<file path="src/rtl/dlsc_demosaic_vng6_gradacc.sv">
// Gradient accumulator for the vng6 demosaic pipeline.
// Sums the NE and SE diagonal gradient terms over one st group (0..STATES-1),
// registers the sums, their push counts and the smaller of the two at the end
// of the group, and flags any break in the st sequence.
module dlsc_demosaic_vng6_gradacc #(
    parameter int DATA   = 8,
    parameter int STATES = 12
) (
    input  logic            clk,
    input  logic            rst_n,
    input  logic            clk_en,
    input  logic [3:0]      st,
    input  logic            in_ne_push,
    input  logic [DATA-1:0] in_ne,
    input  logic            in_se_push,
    input  logic [DATA-1:0] in_se,
    output logic            out_valid,
    output logic [DATA+3:0] out_ne,
    output logic [DATA+3:0] out_se,
    output logic [DATA+3:0] out_min,
    output logic [3:0]      out_ne_cnt,
    output logic [3:0]      out_se_cnt,
    output logic            seq_err
);

    localparam int         AW     = DATA + 4;
    localparam logic [3:0] LAST   = 4'(STATES - 1);
    localparam logic [4:0] ST_LIM = 5'(STATES);

    typedef enum logic {SYNC, RUN} state_t;

    state_t          state;
    logic [3:0]      prev_st;
    logic [AW-1:0]   acc_ne, acc_se;
    logic [3:0]      cnt_ne, cnt_se;

    logic [3:0]      exp_st;
    logic            seq_ok, start, active, last;
    logic [AW-1:0]   sum_ne, sum_se;
    logic [3:0]      sum_nc, sum_sc;

    // Sequence check and next-sum computation for the current st.
    // A mismatching st in RUN falls back to SYNC behaviour in the same cycle,
    // so st==0 can restart a group immediately.
    always_comb begin
        exp_st = (prev_st == LAST) ? 4'd0 : prev_st + 4'd1;
        seq_ok = (state == RUN) && ({1'b0, st} < ST_LIM) && (st == exp_st);
        start  = !seq_ok && (st == 4'd0);
        active = seq_ok || start;
        last   = (st == LAST);
        sum_ne = (seq_ok ? acc_ne : '0) + (in_ne_push ? {4'd0, in_ne} : '0);
        sum_se = (seq_ok ? acc_se : '0) + (in_se_push ? {4'd0, in_se} : '0);
        sum_nc = (seq_ok ? cnt_ne : 4'd0) + {3'd0, in_ne_push};
        sum_sc = (seq_ok ? cnt_se : 4'd0) + {3'd0, in_se_push};
    end

    // Group FSM, accumulators and registered result outputs.
    always_ff @(posedge clk or negedge rst_n) begin
        if (!rst_n) begin
            state      <= SYNC;
            prev_st    <= 4'd0;
            acc_ne     <= '0;
            acc_se     <= '0;
            cnt_ne     <= 4'd0;
            cnt_se     <= 4'd0;
            out_valid  <= 1'b0;
            out_ne     <= '0;
            out_se     <= '0;
            out_min    <= '0;
            out_ne_cnt <= 4'd0;
            out_se_cnt <= 4'd0;
            seq_err    <= 1'b0;
        end else if (clk_en) begin
            out_valid <= 1'b0;
            if (state == RUN && !seq_ok)
                seq_err <= 1'b1;
            if (!active) begin
                state  <= SYNC;
                acc_ne <= '0;
                acc_se <= '0;
                cnt_ne <= 4'd0;
                cnt_se <= 4'd0;
            end else begin
                state   <= RUN;
                prev_st <= st;
                if (last) begin
                    out_valid  <= 1'b1;
                    out_ne     <= sum_ne;
                    out_se     <= sum_se;
                    out_min    <= (sum_ne <= sum_se) ? sum_ne : sum_se;
                    out_ne_cnt <= sum_nc;
                    out_se_cnt <= sum_sc;
                    acc_ne     <= '0;
                    acc_se     <= '0;
                    cnt_ne     <= 4'd0;
                    cnt_se     <= 4'd0;
                end else begin
                    acc_ne <= sum_ne;
                    acc_se <= sum_se;
                    cnt_ne <= sum_nc;
                    cnt_se <= sum_sc;
                end
            end
        end
    end

endmodule

</file>
<file path="config.mk">
export PLATFORM = sky130hd
export DESIGN_NAME = dlsc_demosaic_vng6_gradacc
export DESIGN_NICKNAME = d
export VERILOG_FILES = /design/src/rtl/dlsc_demosaic_vng6_gradacc.sv
export SDC_FILE = /design/constraint.sdc
export NUM_CORES = 1
export LEC_CHECK = 0
export ABC_AREA = 1
export CAP_MARGIN = 20
export CORE_ASPECT_RATIO = 0.75
export CORE_MARGIN = 4
export CORE_UTILIZATION = 45
export CTS_CLUSTER_DIAMETER = 120
export CTS_CLUSTER_SIZE = 20
export DETAILED_ROUTE_END_ITERATION = 7
export GPL_TIMING_DRIVEN = 1
export PLACE_DENSITY_LB_ADDON = 0.08
export SYNTH_ARGS = -nofsm -noshare
export SYNTH_HDL_FRONTEND = slang
export SYNTH_SLANG_ARGS = --single-unit
</file>
<file path="constraint.sdc">
create_clock -name clk -period 4.4 [get_ports clk]
set_clock_uncertainty 0.1 [all_clocks]
set_input_delay 0.66 -clock clk [delete_from_list [all_inputs] [get_ports clk]]
set_output_delay 0.66 -clock clk [all_outputs]
set_load 0.02 [all_outputs]
</file>
==> summary.md <==
| Metric | Value |
|---|---|
| Global placer's final weighted congestion | `~0.87` |
| Die Ht | `97.7 um` |
| Total global routing track utilization | `about a quarter` |
| Clk pwr share | `roughly 41%` |
| Worst Hold Margin | `262 ps` |
| Via count | `~4700` |
| Yosys top cell area share | `about 43%` |
| Initial antenna violation count | `0` |
| Fmax | `approximately 0.23 GHz` |
| Area contributors post-synth | `dfrtp_1, nand2_1, ha_1` |
| CP peak stage delay | `roughly 420 ps` |
| PortBufs | `70` |
| Avg Inst Size Synth | `7.95 um^2` |
| Row count | `32` |
| P_int | `0.00148 W` |
| Warnings, synthesis | `0` |
| First-pass GRT wire length | `23200 um` |
| Cell Area, Synth | `0.00482 mm^2` |
| Max-cap violations | `0` |
| Crit end category | `flip-flop` |
| Gate power share | `18.7%` |
| Post-synth EDFFs | `0` |
| Worst setup path class | `flip-flop to flip-flop` |
| Worst-path fanout max | `6` |
| Drt via density | `around 5.2` |
| DP Cell Count | `857` |
| Pleak | `3.43 nW` |
| Synth async-reset ratio | `100%` |
| Switch share | `a little over a quarter` |
| Core Box Area | `0.0104 mm^2` |
| Flop pwr share | `40.0%` |
| Sequential fraction of the synthesis area | `43.0%` |
| Clock slew at reported path FFs | `60 ps` |
| Mapped Nets | `666` |
| CP Launch Point | `prev_st[1]$_DFFE_PN0P_` |
| Setup crit end | `out_min[9]$_DFFE_PN0P_` |
| Post-route clock period utilization | `98.4%` |
| RSZ-0062 raised after global routing | `true` |
| Tmin final | `4330 ps` |
| Full die area | `0.0125 mm^2` |
| Post-synth top area cell | `dfrtp_1` |
| Clk_lat worst skew | `350 ps` |
| Hold crit path type | `input port to asynchronous set/reset pin` |
| Worst Tran Pin Value | `a little under 700 ps` |
| NetSw | `0.000553 W` |
| Hold buffers post-CTS | `0` |
| Drt drc | `0` |
| Detailed Place HPWL | `10000 um` |
| Worst flop-to-flop path endpoint | `out_min[9]$_DFFE_PN0P_` |
| Setup slack, reg-to-reg | `70 ps` |
| Most common cell on crit path | `nand2_1` |
| Starting density of the core | `a little under half` |
| Top_reg_cell synth | `dfrtp_1` |
| Number of fill cells in the layout | `approximately 830` |
| Pre-antenna DRT Iters | `5` |
| First-iteration detailed-routing DRC count | `290` |
| Status | `complete, no violations` |
| Slew margin rel. | `54.4%` |
| I/O pins | `71` |
| Ant. Diodes | `0` |
| WL/cell | `between 15 and 20 um` |
| Final Max Slew Viols | `0` |
| Number of nets in the layout | `813` |
| Clk sinks | `83` |
| Register bit total from synthesis | `83` |
| Vias in the first global route | `4598` |
| Worst VDD drop | `approximately 180 uV` |
| Crit path required time | `4540 ps` |
| R2r startpoint | `prev_st[1]$_DFFE_PN0P_` |
| Final core utilization | `roughly two thirds` |
| CTS root buffer | `clkbuf_16` |
| H-tree level count | `3` |
| Layout cell share with drive strength beyond 1 | `approximately a quarter` |
| Clk buf depth | `2` |
| Cell Pwr Density | `294 mW/mm^2` |
| Routed wire length | `14700 um` |
| Worst reg-to-reg path cell count | `30` |
| Cells after Synth | `607` |
| Final ANT Viol Nets | `0` |
| Area grow syn2layout | `43.7%` |
| Number of distinct library cells after synthesis | `36` |
| Fin Setup TNS | `0 ps` |
| Crit path DAT | `4460 ps` |
| Layout Cells excl Fill | `894` |
| Overflow after GRT | `0` |
| TritonCTS Buffers | `9` |
| Hold Vio Cnt, Final | `0` |
| Slowest CP cell | `dfrtp_1` |
| Largest net degree at the start of global routing | `78` |
| Worst Setup Start Kind | `flip-flop` |
| Die X | `between 100 and 150 um` |
| CTS tree | `yes` |
| # setup viols final | `0` |
[cells by family (layout without fill, tap and decap cells)]
group           after synthesis  in the layout  synth area share, %
compound gates              107            107                 12.4
xor+xnor                     17             17                 3.09
fa+ha+maj                    34             34                 9.13
buf+inv                     120            270                 9.98
flops                        83             83                 43.0
simple gates                246            247                 22.3
[sequential cells by signal (all words and copies together) (netlist names)]
register / cells
cnt_ne: 4
out_valid: 1
out_se: 12
prev_st: 4
out_se_cnt: 4
cnt_se: 4
acc_se: 12
out_min: 12
state: 1
out_ne: 12
acc_ne: 12
out_ne_cnt: 4
seq_err: 1
[critical path, delay by kind of cell (launching register included)]
kind,cells,cell delay (ps)
adders and majority gates,3,850
DFF,1,420
buffers and inverters,2,110
AOI/OAI and AO/OA,9,1130
and+or+nand+nor,16,1600
[worst min-delay path by stage]
stage	to	cells past startpoint	from
2_1_floorplan	acc_ne[0]$_DFFE_PN0P_	0	rst_n
3_3_place_gp	seq_err$_DFFE_PN0P_	1	seq_err$_DFFE_PN0P_
3_5_place_dp	seq_err$_DFFE_PN0P_	1	seq_err$_DFFE_PN0P_
4_1_cts	seq_err$_DFFE_PN0P_	1	rst_n
5_1_grt	state$_DFFE_PN0P_	1	rst_n
6_report	state$_DFFE_PN0P_	1	rst_n
[per-layer routing]
layer | part of all wire [%] | GRT usage, % | vias up | wire (um)
li1 | - | - | 2249 | -
met1 | 45 | 32.8 | 2197 | 6620
met2 | 45 | 34.5 | 163 | 6540
met3 | 6.8 | 6.92 | 42 | 1000
met4 | 3.3 | 8.57 | 0 | 486
met5 | 0 | 0 | - | 0
[cells in the mapped netlist (all sizes together), types with 14 or more instances]
cell	instances
nor2	43
ha	32
nand2	150
inv	96
nand3	43
xor2	14
a21oi	17
o22ai	26
o21ai	52
clkbuf	15
dfrtp	83
[area by class of cell]
type / instances / area (um^2) / area share, %
Multi-Input combinational cell: 405 / 2590 / 37.4
Sequential cell: 83 / 2080 / 30.0
Timing Repair Buffer: 158 / 1400 / 20.2
Inverter: 97 / 364 / 5.25
Clock buffer: 11 / 253 / 3.64
Tap cell: 136 / 170 / 2.45
Clock inverter: 4 / 73.8 / 1.06
[cells in the final DEF, fill, tap and decap left out, types with 2 or more instances in the layout]
cell	count
dlymetal6s2s_1	3
ha_4	6
xor2_2	2
a21oi_2	7
nor2_4	7
o22ai_1	26
buf_4	82
a21o_1	4
buf_6	5
nand3_4	2
nor2_1	27
clkbuf_16	9
nand3_1	30
nand2_1	133
nand2_4	5
bufinv_16	2
o21ai_1	6
nand3_2	11
inv_1	87
o21a_1	2
xnor2_1	2
nand2_2	13
o21ai_0	44
dfrtp_1	83
xor2_1	12
o21ai_2	2
ha_1	25
nor2_2	8
inv_2	9
nand4_1	7
a21oi_1	10
clkdlybuf4s50_1	65
clkbuf_8	2
[power groups by stage]
stage	clock network (W)	logic [W]	registers [W]
after floorplan	0	0.000159	0.000841
after global routing	0.000886	0.000421	0.000818
after detailed placement	0	0.000319	0.000826
after CTS	0.000858	0.000344	0.000812
after global placement	0	0.000313	0.000825
final	0.000840	0.000382	0.000814
[through the flow]
step | instance area [um^2] | setup slack (ps) | total power, W
2_1_floorplan | 4830 | 20.3 | 0.000999
3_5_place_dp | 6080 | -668 | 0.00114
3_3_place_gp | 6080 | -507 | 0.00114
6_report | 6930 | 72.3 | 0.00204
5_1_grt | 6930 | -94.5 | 0.00213
4_1_cts | 6640 | 17.5 | 0.00201
[what timing repair did]
action                                  CTS  global route
endpoints found under the setup margin   12            12
resized for setup                        32            58
pin swaps                                22            46
gates cloned                              2             0
setup buffers                            14             5
Power figures use the tool's default switching activity.
